`config.mk`:
```
export PLATFORM = sky130hd
export DESIGN_NAME = sr_flag_arbiter
export DESIGN_NICKNAME = d
export VERILOG_FILES = /design/src/rtl/sr_flag_arbiter_pkg.sv /design/src/rtl/sr_flag_arbiter_rr.sv /design/src/rtl/sr_flag_arbiter.sv
export SDC_FILE = /design/constraint.sdc
export NUM_CORES = 1
export LEC_CHECK = 0
export BUFFER_PORTS_ARGS = -buffer_cell sky130_fd_sc_hd__buf_2
export CAP_MARGIN = 20
export CORE_MARGIN = 3
export CORE_UTILIZATION = 49
export CTS_BUF_LIST = sky130_fd_sc_hd__clkbuf_8
export DETAILED_ROUTE_END_ITERATION = 10
export MAX_ROUTING_LAYER = met4
export PLACE_DENSITY = 0.78
export SYNTH_ARGS = -nofsm -noshare
export SYNTH_HDL_FRONTEND = slang
export SYNTH_SLANG_ARGS = --single-unit
```
`constraint.sdc`:
```
create_clock -name clk -period 3.1 [get_ports clk]
set_clock_uncertainty 0.05 [all_clocks]
set_input_delay 0.155 -clock clk [delete_from_list [all_inputs] [get_ports clk]]
set_output_delay 0.155 -clock clk [all_outputs]
set_load 0.01 [all_outputs]
```
`src/rtl/sr_flag_arbiter_pkg.sv`:
```
// Shared types and helpers for the SR flag arbiter: op encodings, width helper
// and the apply-stage command record (sized for the largest supported bank/requester count).
package sr_ctrl_pkg;

  localparam logic OP_RESET = 1'b0;
  localparam logic OP_SET   = 1'b1;

  localparam int CMD_IDXW = 8;  // covers NFLAG up to 256
  localparam int CMD_IDW  = 4;  // covers NREQ up to 16

  function automatic int clog2_min1(input int n);
    return (n <= 2) ? 1 : $clog2(n);
  endfunction

  typedef struct packed {
    logic                op;
    logic [CMD_IDXW-1:0] idx;
    logic [CMD_IDW-1:0]  id;
  } sr_cmd_t;

endpackage

```
`src/rtl/sr_flag_arbiter_rr.sv`:
```
// Round-robin arbiter: scans requests starting at an internal pointer and
// moves the pointer past the winner whenever the grant is consumed.
module rr_arbiter
  import sr_ctrl_pkg::*;
#(
  parameter  int N     = 4,
  localparam int IDW_L = clog2_min1(N)
) (
  input  logic             clk,
  input  logic             rst_n,
  input  logic [N-1:0]     req,
  input  logic             advance,
  output logic [N-1:0]     gnt,
  output logic [IDW_L-1:0] gnt_id
);

  logic [IDW_L-1:0] ptr_q, ptr_d;
  logic             found;
  int               j;

  always_comb begin
    gnt    = '0;
    gnt_id = '0;
    found  = 1'b0;
    j      = 0;
    for (int k = 0; k < N; k++) begin
      j = int'(ptr_q) + k;
      if (j >= N) j = j - N;
      if (!found && req[j]) begin
        found  = 1'b1;
        gnt[j] = 1'b1;
        gnt_id = IDW_L'(j);
      end
    end
  end

  always_comb begin
    ptr_d = ptr_q;
    if (advance) begin
      ptr_d = (int'(gnt_id) == N - 1) ? '0 : gnt_id + 1'b1;
    end
  end

  always_ff @(posedge clk or negedge rst_n) begin
    if (!rst_n) ptr_q <= '0;
    else        ptr_q <= ptr_d;
  end

endmodule

```
`src/rtl/sr_flag_arbiter.sv`:
```
// Bank of SR flags shared by NREQ requesters: round-robin accept, one-stage
// apply pipeline with per-command ack, sticky error for out-of-range indices.
module sr_flag_arbiter
  import sr_ctrl_pkg::*;
#(
  parameter  int NREQ  = 4,
  parameter  int NFLAG = 8,
  localparam int IDXW  = clog2_min1(NFLAG),
  localparam int IDW   = clog2_min1(NREQ)
) (
  input  logic                 clk,
  input  logic                 rst_n,
  input  logic [NREQ-1:0]      req_valid,
  input  logic [NREQ-1:0]      req_op,
  input  logic [NREQ*IDXW-1:0] req_idx,
  output logic [NREQ-1:0]      req_ready,
  input  logic                 clr_all,
  output logic [NFLAG-1:0]     flags,
  output logic                 ack_valid,
  output logic [IDW-1:0]       ack_id,
  output logic                 err
);

  logic [NREQ-1:0]  gnt;
  logic [IDW-1:0]   gnt_id;
  logic             accept;

  sr_cmd_t          stage_q, stage_d;
  logic             stage_v_q, stage_v_d;
  logic [NFLAG-1:0] flags_q, flags_d;
  logic             err_q, err_d;
  logic             ack_v_q, ack_v_d;
  logic [IDW-1:0]   ack_id_q, ack_id_d;

  rr_arbiter #(.N(NREQ)) u_arb (
    .clk     (clk),
    .rst_n   (rst_n),
    .req     (req_valid),
    .advance (accept),
    .gnt     (gnt),
    .gnt_id  (gnt_id)
  );

  // A clear cycle accepts nothing, so the pointer also holds.
  assign req_ready = (clr_all || !rst_n) ? '0 : gnt;
  assign accept    = |req_ready;

  always_comb begin
    stage_d   = stage_q;
    stage_v_d = accept;
    flags_d   = flags_q;
    err_d     = err_q;
    ack_v_d   = 1'b0;
    ack_id_d  = ack_id_q;
    if (accept) begin
      stage_d.op  = req_op[gnt_id];
      stage_d.idx = CMD_IDXW'(req_idx[gnt_id*IDXW +: IDXW]);
      stage_d.id  = CMD_IDW'(gnt_id);
    end
    if (stage_v_q) begin
      ack_v_d  = 1'b1;
      ack_id_d = IDW'(stage_q.id);
      if (int'(stage_q.idx) < NFLAG) flags_d[stage_q.idx[IDXW-1:0]] = stage_q.op;
      else                           err_d = 1'b1;
    end
    if (clr_all) begin
      flags_d   = '0;
      err_d     = 1'b0;
      stage_v_d = 1'b0;
      ack_v_d   = 1'b0;
    end
  end

  always_ff @(posedge clk or negedge rst_n) begin
    if (!rst_n) begin
      stage_q   <= '0;
      stage_v_q <= 1'b0;
      flags_q   <= '0;
      err_q     <= 1'b0;
      ack_v_q   <= 1'b0;
      ack_id_q  <= '0;
    end else begin
      stage_q   <= stage_d;
      stage_v_q <= stage_v_d;
      flags_q   <= flags_d;
      err_q     <= err_d;
      ack_v_q   <= ack_v_d;
      ack_id_q  <= ack_id_d;
    end
  end

  assign flags     = flags_q;
  assign err       = err_q;
  assign ack_valid = ack_v_q;
  assign ack_id    = ack_id_q;

endmodule

```
; Yosys cells after proc, flatten, opt, wreduce, memory -nomap -nowiden
; Cells that the tools add are included.
; Widths: inputs -> output; s select.
[totals]
ramBits = 0
mem_count = 0
regBits = 21
elab_cells = 109
romBits = 0
latchBits = 0
[classes]
multipliers = 1
reduce_logical = 18
addsub = 8
magnitude_cmp = 16
mux = 51
n_eq_ne = 2
n_bitwise = 3
n_div = 0
shifts = 1
[ops]
columns = operator, count
row1 = $ge 32x1->1 const B, 4
row2 = $lt 32x4->1 const B, 4
row3 = $mux 32, 4
row4 = $ge 32x4->1 const B, 3
row5 = $sub 32x4->32 const B, 3
row6 = $mux 8, 3
row7 = $mux 1, 23
row8 = $mux 4, 5
row9 = $or 4x4->4, 3
row10 = $shiftx 12x5->3, 1
row11 = $bmux 1 s2, 5
row12 = $mux 2, 5
row13 = $bwmux 8, 1
row14 = $demux 1 s2, 4
row15 = $logic_and 1x1->1, 8
row16 = $lt 3x4->1 const B, 2
row17 = $add 2x2->3 const B, 2
row18 = $logic_not 1->1, 4
row19 = $mul 2x2->4 const B, 1
row20 = $reduce_and 2->1, 2
row21 = $reduce_bool 2->1, 2
row22 = $reduce_or 4->1, 1
row23 = $sub 2x3->4 const B, 1
row24 = $add 2x1->3 const B, 1
row25 = 8 further kinds, 8

; Longest topological paths before layout
[depth]
depth_word = 18
mapped_depth = 13

; Modules after synthesis
; Synthesis repeated with hierarchy kept, for this count alone.
[hier_totals]
hier_cells = 146
hier_area_um2 = 1622.8
[modules_own_cells]
columns = mod, cells_each, instances, area_each_um2, seq_area_each_um2
row1 = sr_flag_arbiter, 68, 1, 972.2, 475.5
row2 = rr_arbiter, 78, 1, 650.6, 50.0

; Worst setup path before layout
; OpenSTA, ideal clock, no wires.
[synth_path]
kind = flip-flop to flip-flop
startpoint = register u_arb.ptr_q[0]
endpoint = register stage_q[0] in the netlist's numbering
slack_ns = -0.086
synth_period_minus_slack_ns = 3.186
n_path_buf = 2
t_arrival_ns = 3.011
stages_incl_launch_ff = 11
path_cell_list = dfrtp_1 buf_6 inv_1 ha_1 clkbuf_1 mux4_1 or3_4 a211oi_4 o41ai_1 a41o_4 mux2_4
[synth_via]
elab_chain_len = 17
elab_cells_between_ends = 69
cone_classes = add/sub (7) / order compare (12) / mux (36) / bitwise (3) / reduce/logical (11)
[synth_rtl]
columns = item, line
row1 = "start, declared", sr_flag_arbiter_rr.sv:17  ; logic [IDW_L-1:0] ptr_q, ptr_d;
row2 = "start signal, assigned", sr_flag_arbiter_rr.sv:46  ; else ptr_q <= ptr_d;
row3 = branches (longest 17 deep; another with $sub 32x4->32), -
row4 = "end signal, assigned", sr_flag_arbiter.sv:83  ; stage_q <= stage_d;
row5 = "end, declared", sr_flag_arbiter.sv:28  ; sr_cmd_t stage_q, stage_d;
; Parallel ways; which one is timed is not known. The select of a mux whose other input is x is not followed.
; A chain may end at the register's enable or synchronous reset.

; Worst setup path after layout
[layout_path]
startpoint = register u_arb.ptr_q[1]
endpoint = output req_ready[2]
[layout_via]
elab_chain_len = 16
elab_cells_between_ends = 64
cone_classes = add/sub (7) / order compare (12) / mux (32) / bitwise (3) / reduce/logical (10)
[layout_rtl]
columns = item, line
row1 = branches (longest 14 deep; another with $sub 32x4->32), -
row2 = $mux 4 (*), sr_flag_arbiter_rr.sv:29  ; if (!found && req[j]) begin
row3 = $mux 4 (*), sr_flag_arbiter.sv:45  ; assign req_ready = (clr_all || !rst_n) ? '0 : gnt;
row4 = "end, declared", sr_flag_arbiter.sv:16  ; output logic [NREQ-1:0] req_ready,
; Every way passes the cells marked *. The select of a mux whose other input is x is not followed.

==> impl_results.md <==
* Final Hold Viols at 0
* CP cell instances: inv_1 > ha_1 > mux4_1 > or3_4 > a211oi_4 > buf_4 > nand2_1 > a21oi_1 > buf_2
* Routed vias at about 1200
* I/O Buffers at 38
* Synth Area per Inst at around 10 µm²
* Critical path's slowest cell: mux4_1
* Hold Slack at between 150 and 200 ps
* Detailed Route Iter0 Violations at 64
* Worst slew margin at 0.584
* Max Fclk at approximately 340 MHz
* Post-Syn Nets at 177
* Flop-to-flop setup slack at 180 ps
* Slew Limit Fails at 0
* Gr ovfl total at 0
* Crit share post-route at 0.948
* Hold WC Path Type: in2reg
* RSZ-0062 raised after global routing: false
* Post-route ant nets at 0
* Final Critical Period at about 2900 ps
* Leakage power at 0.887 nW
* Hold worst-path end: ack_valid
* Die X at between 60 and 70 µm
* Setup_tns at 0 ps
* Worst setup SP type: flip-flop
* Antenna diodes at 0
* CP Capture Type: primary output
* DIE AREA at 3760 µm²
* Outcome: finished, final reports clean
* Synth Instances at 150
* Pwr Density at roughly 940 nW/µm²
* Pin count of the biggest net entering global routing at 23
* Ys async rst share at 1.00
* Initial antenna violation count at 0
* RR Endpoint: stage_q[0]
* Via-per-instance ratio at roughly 5.5
* I/O pin count at 39
* Initial Util at 0.529
* Half-perimeter wire length after placement at 2330 µm
* DR WL/cell at between 10 and 15 µm
* CTS tree: yes
* Vias in the first global route at 1154
* Max FO, Critical Path at 4
* Max-Cap Viols at 0
* H-tree depth at 1
* # DRC at 0
* Overall power at 1.68 mW
* Critical Path RT at 2890 ps
* Synth unique cells at between 40 and 50
* CP Data Arrival Time at around 2700 ps
* Area grow syn2layout at 19.1%
* Reg2reg start: u_arb.ptr_q[1]
* Path depth of the worst reg2reg path at 9
* Worst-Margin Slew at approximately 620 ps
* YS warnings at 0
* Drt pass-1 iters at 4
* GRT Overall Usage at 0.181
* Setup violators final at 0
* Launch point of the worst hold path: clr_all
* DRT Wirelength at just over 3000 µm
* Clock slew at the register clock pins of the worst setup and hold paths at roughly 80 ps
* Layout Nets at ~220
* Clock Tree Buf Depth at 2
* Crit-path max cell delay at 590 ps
* Register area share after synthesis at 0.351
* #FFs+latches synth at 21
* EDFF count, synth at 0
* Share of cells above drive strength 1 at 0.370
* First-pass GRT wire length at about 5100 µm
* Top_reg_cell synth: dfrtp_1
* Final Wtd Congestion at between 0.8 and 0.9
* Cell Area, Synth at approximately 1500 µm²
* CP Class: reg2out
* Worst skew pair latency at 250 ps
* CORE AREA at between 2000 and 3000 µm²
* CTS Buf Count at 3
* VDD IR max at around 0.4 mV
* Hold Path Stages at 2
* Clock Tree Root: clkbuf_8
* Die height at approximately 60 µm
* CTS Sinks at 21
* FP Rows at 19
-- logic make-up (layout without fill, tap and decap cells) --
kind of cell,after synthesis,in the layout,share of synthesized area
compound gates,27,27,0.140
buf+inv,17,56,0.0560
fa+ha+maj,4,4,0.0334
mux,30,30,0.244
simple gates,50,50,0.170
flops,21,21,0.351
xor+xnor,1,1,0.00585
-- where the power goes --
group / internal [mW] / switching, mW / leakage (nW)
Sequential: 0.349 / 0.0845 / 0.274
Combinational: 0.519 / 0.550 / 0.588
Clock: 0.0894 / 0.0866 / 0.0255
-- cell usage after synthesis (all sizes together) (2+ instances only) --
cell type | n | share of area
dfrtp | 21 | 0.35
mux4 | 3 | 0.050
nand4b | 2 | 0.012
o21ai | 9 | 0.040
nor2b | 3 | 0.013
nor3b | 6 | 0.030
nor2 | 14 | 0.035
o22ai | 3 | 0.013
buf | 4 | 0.023
nand2b | 2 | 0.0084
clkbuf | 6 | 0.015
a21o | 3 | 0.016
ha | 4 | 0.033
nor3 | 2 | 0.0067
inv | 7 | 0.018
nand2 | 15 | 0.038
a21oi | 4 | 0.013
mux2i | 17 | 0.11
mux2 | 10 | 0.080
-- critical path: cells and delay by family (launching register included) --
kind,cells,cell delay [ps]
flip-flops,1,350
buffers and inverters,3,380
AO/OA/AOI/OAI,2,380
AND/OR/NAND/NOR,2,460
multiplexers,1,590
adder cells (fa/ha/maj),1,310
-- layout make-up --
cell class / count / area (µm²)
inverters: 7 / 26.3
fillers: 230 / 1040
well taps: 31 / 38.8
flip-flops and latches: 21 / 526
clock inverters: 1 / 5.00
clock buffers: 3 / 41.3
repair buffers: 45 / 245
multi-input cells: 112 / 902
-- how the worst max path moves through the flow --
| stage | endpoint | slack (ps) | from | cells after the start |
|---|---|---|---|---|
| after floorplan | stage_q[0] | 1 | u_arb.ptr_q[0] | 10 |
| after global placement | stage_q[0] | 230 | u_arb.ptr_q[1] | 8 |
| after detailed placement | stage_q[4] | 130 | u_arb.ptr_q[0] | 8 |
| after CTS | stage_q[4] | 100 | u_arb.ptr_q[0] | 8 |
| after global routing | req_ready[2] | 20 | u_arb.ptr_q[0] | 9 |
| final | req_ready[2] | 160 | u_arb.ptr_q[1] | 9 |
-- stage by stage --
stage | std cells | worst slack [ps] | utilization | cell area, µm²
2_1_floorplan | 150 | 1.09 | - | 1500
3_3_place_gp | 214 | 231 | 0.605 | 1710
3_5_place_dp | 214 | 131 | 0.605 | 1710
4_1_cts | 219 | 105 | 0.625 | 1770
5_1_grt | 220 | 17.6 | 0.631 | 1780
6_report | 220 | 161 | 0.631 | 1780
-- repair_timing --
item | in CTS | in global routing
endpoints found under the setup margin | 0 | 6
hold endpoints to repair | 21 | 0
setup buffers | 0 | 1
hold buffers | 1 | 0
gates resized for setup | 0 | 1
-- state kept, by name, summed over array words and instances (netlist names) --
| signal | count |
|---|---|
| flags | 8 |
| stage_q | 6 |
| ack_id | 2 |
| u_arb.ptr_q | 2 |
| ack_valid | 1 |
| err | 1 |
| stage_v_q | 1 |
-- placed cells by master (no fill, tap or decap), types with 4 or more instances in the layout --
master / n
a21oi_1: 4
buf_2: 38
buf_4: 6
dfrtp_1: 21
ha_1: 4
inv_1: 7
mux2_2: 8
mux2i_1: 17
nand2_1: 15
nor2_1: 14
nor3b_1: 6
o21ai_2: 4
-- routing by layer --
layer	part of all wire	up-vias	track usage
met5	0	-	-
met4	0.00097	0	0.0464
li1	-	612	-
met1	0.48	560	0.260
met3	0.046	2	0.0189
met2	0.48	39	0.272
No activity file was read; power rests on OpenSTA's default activity.
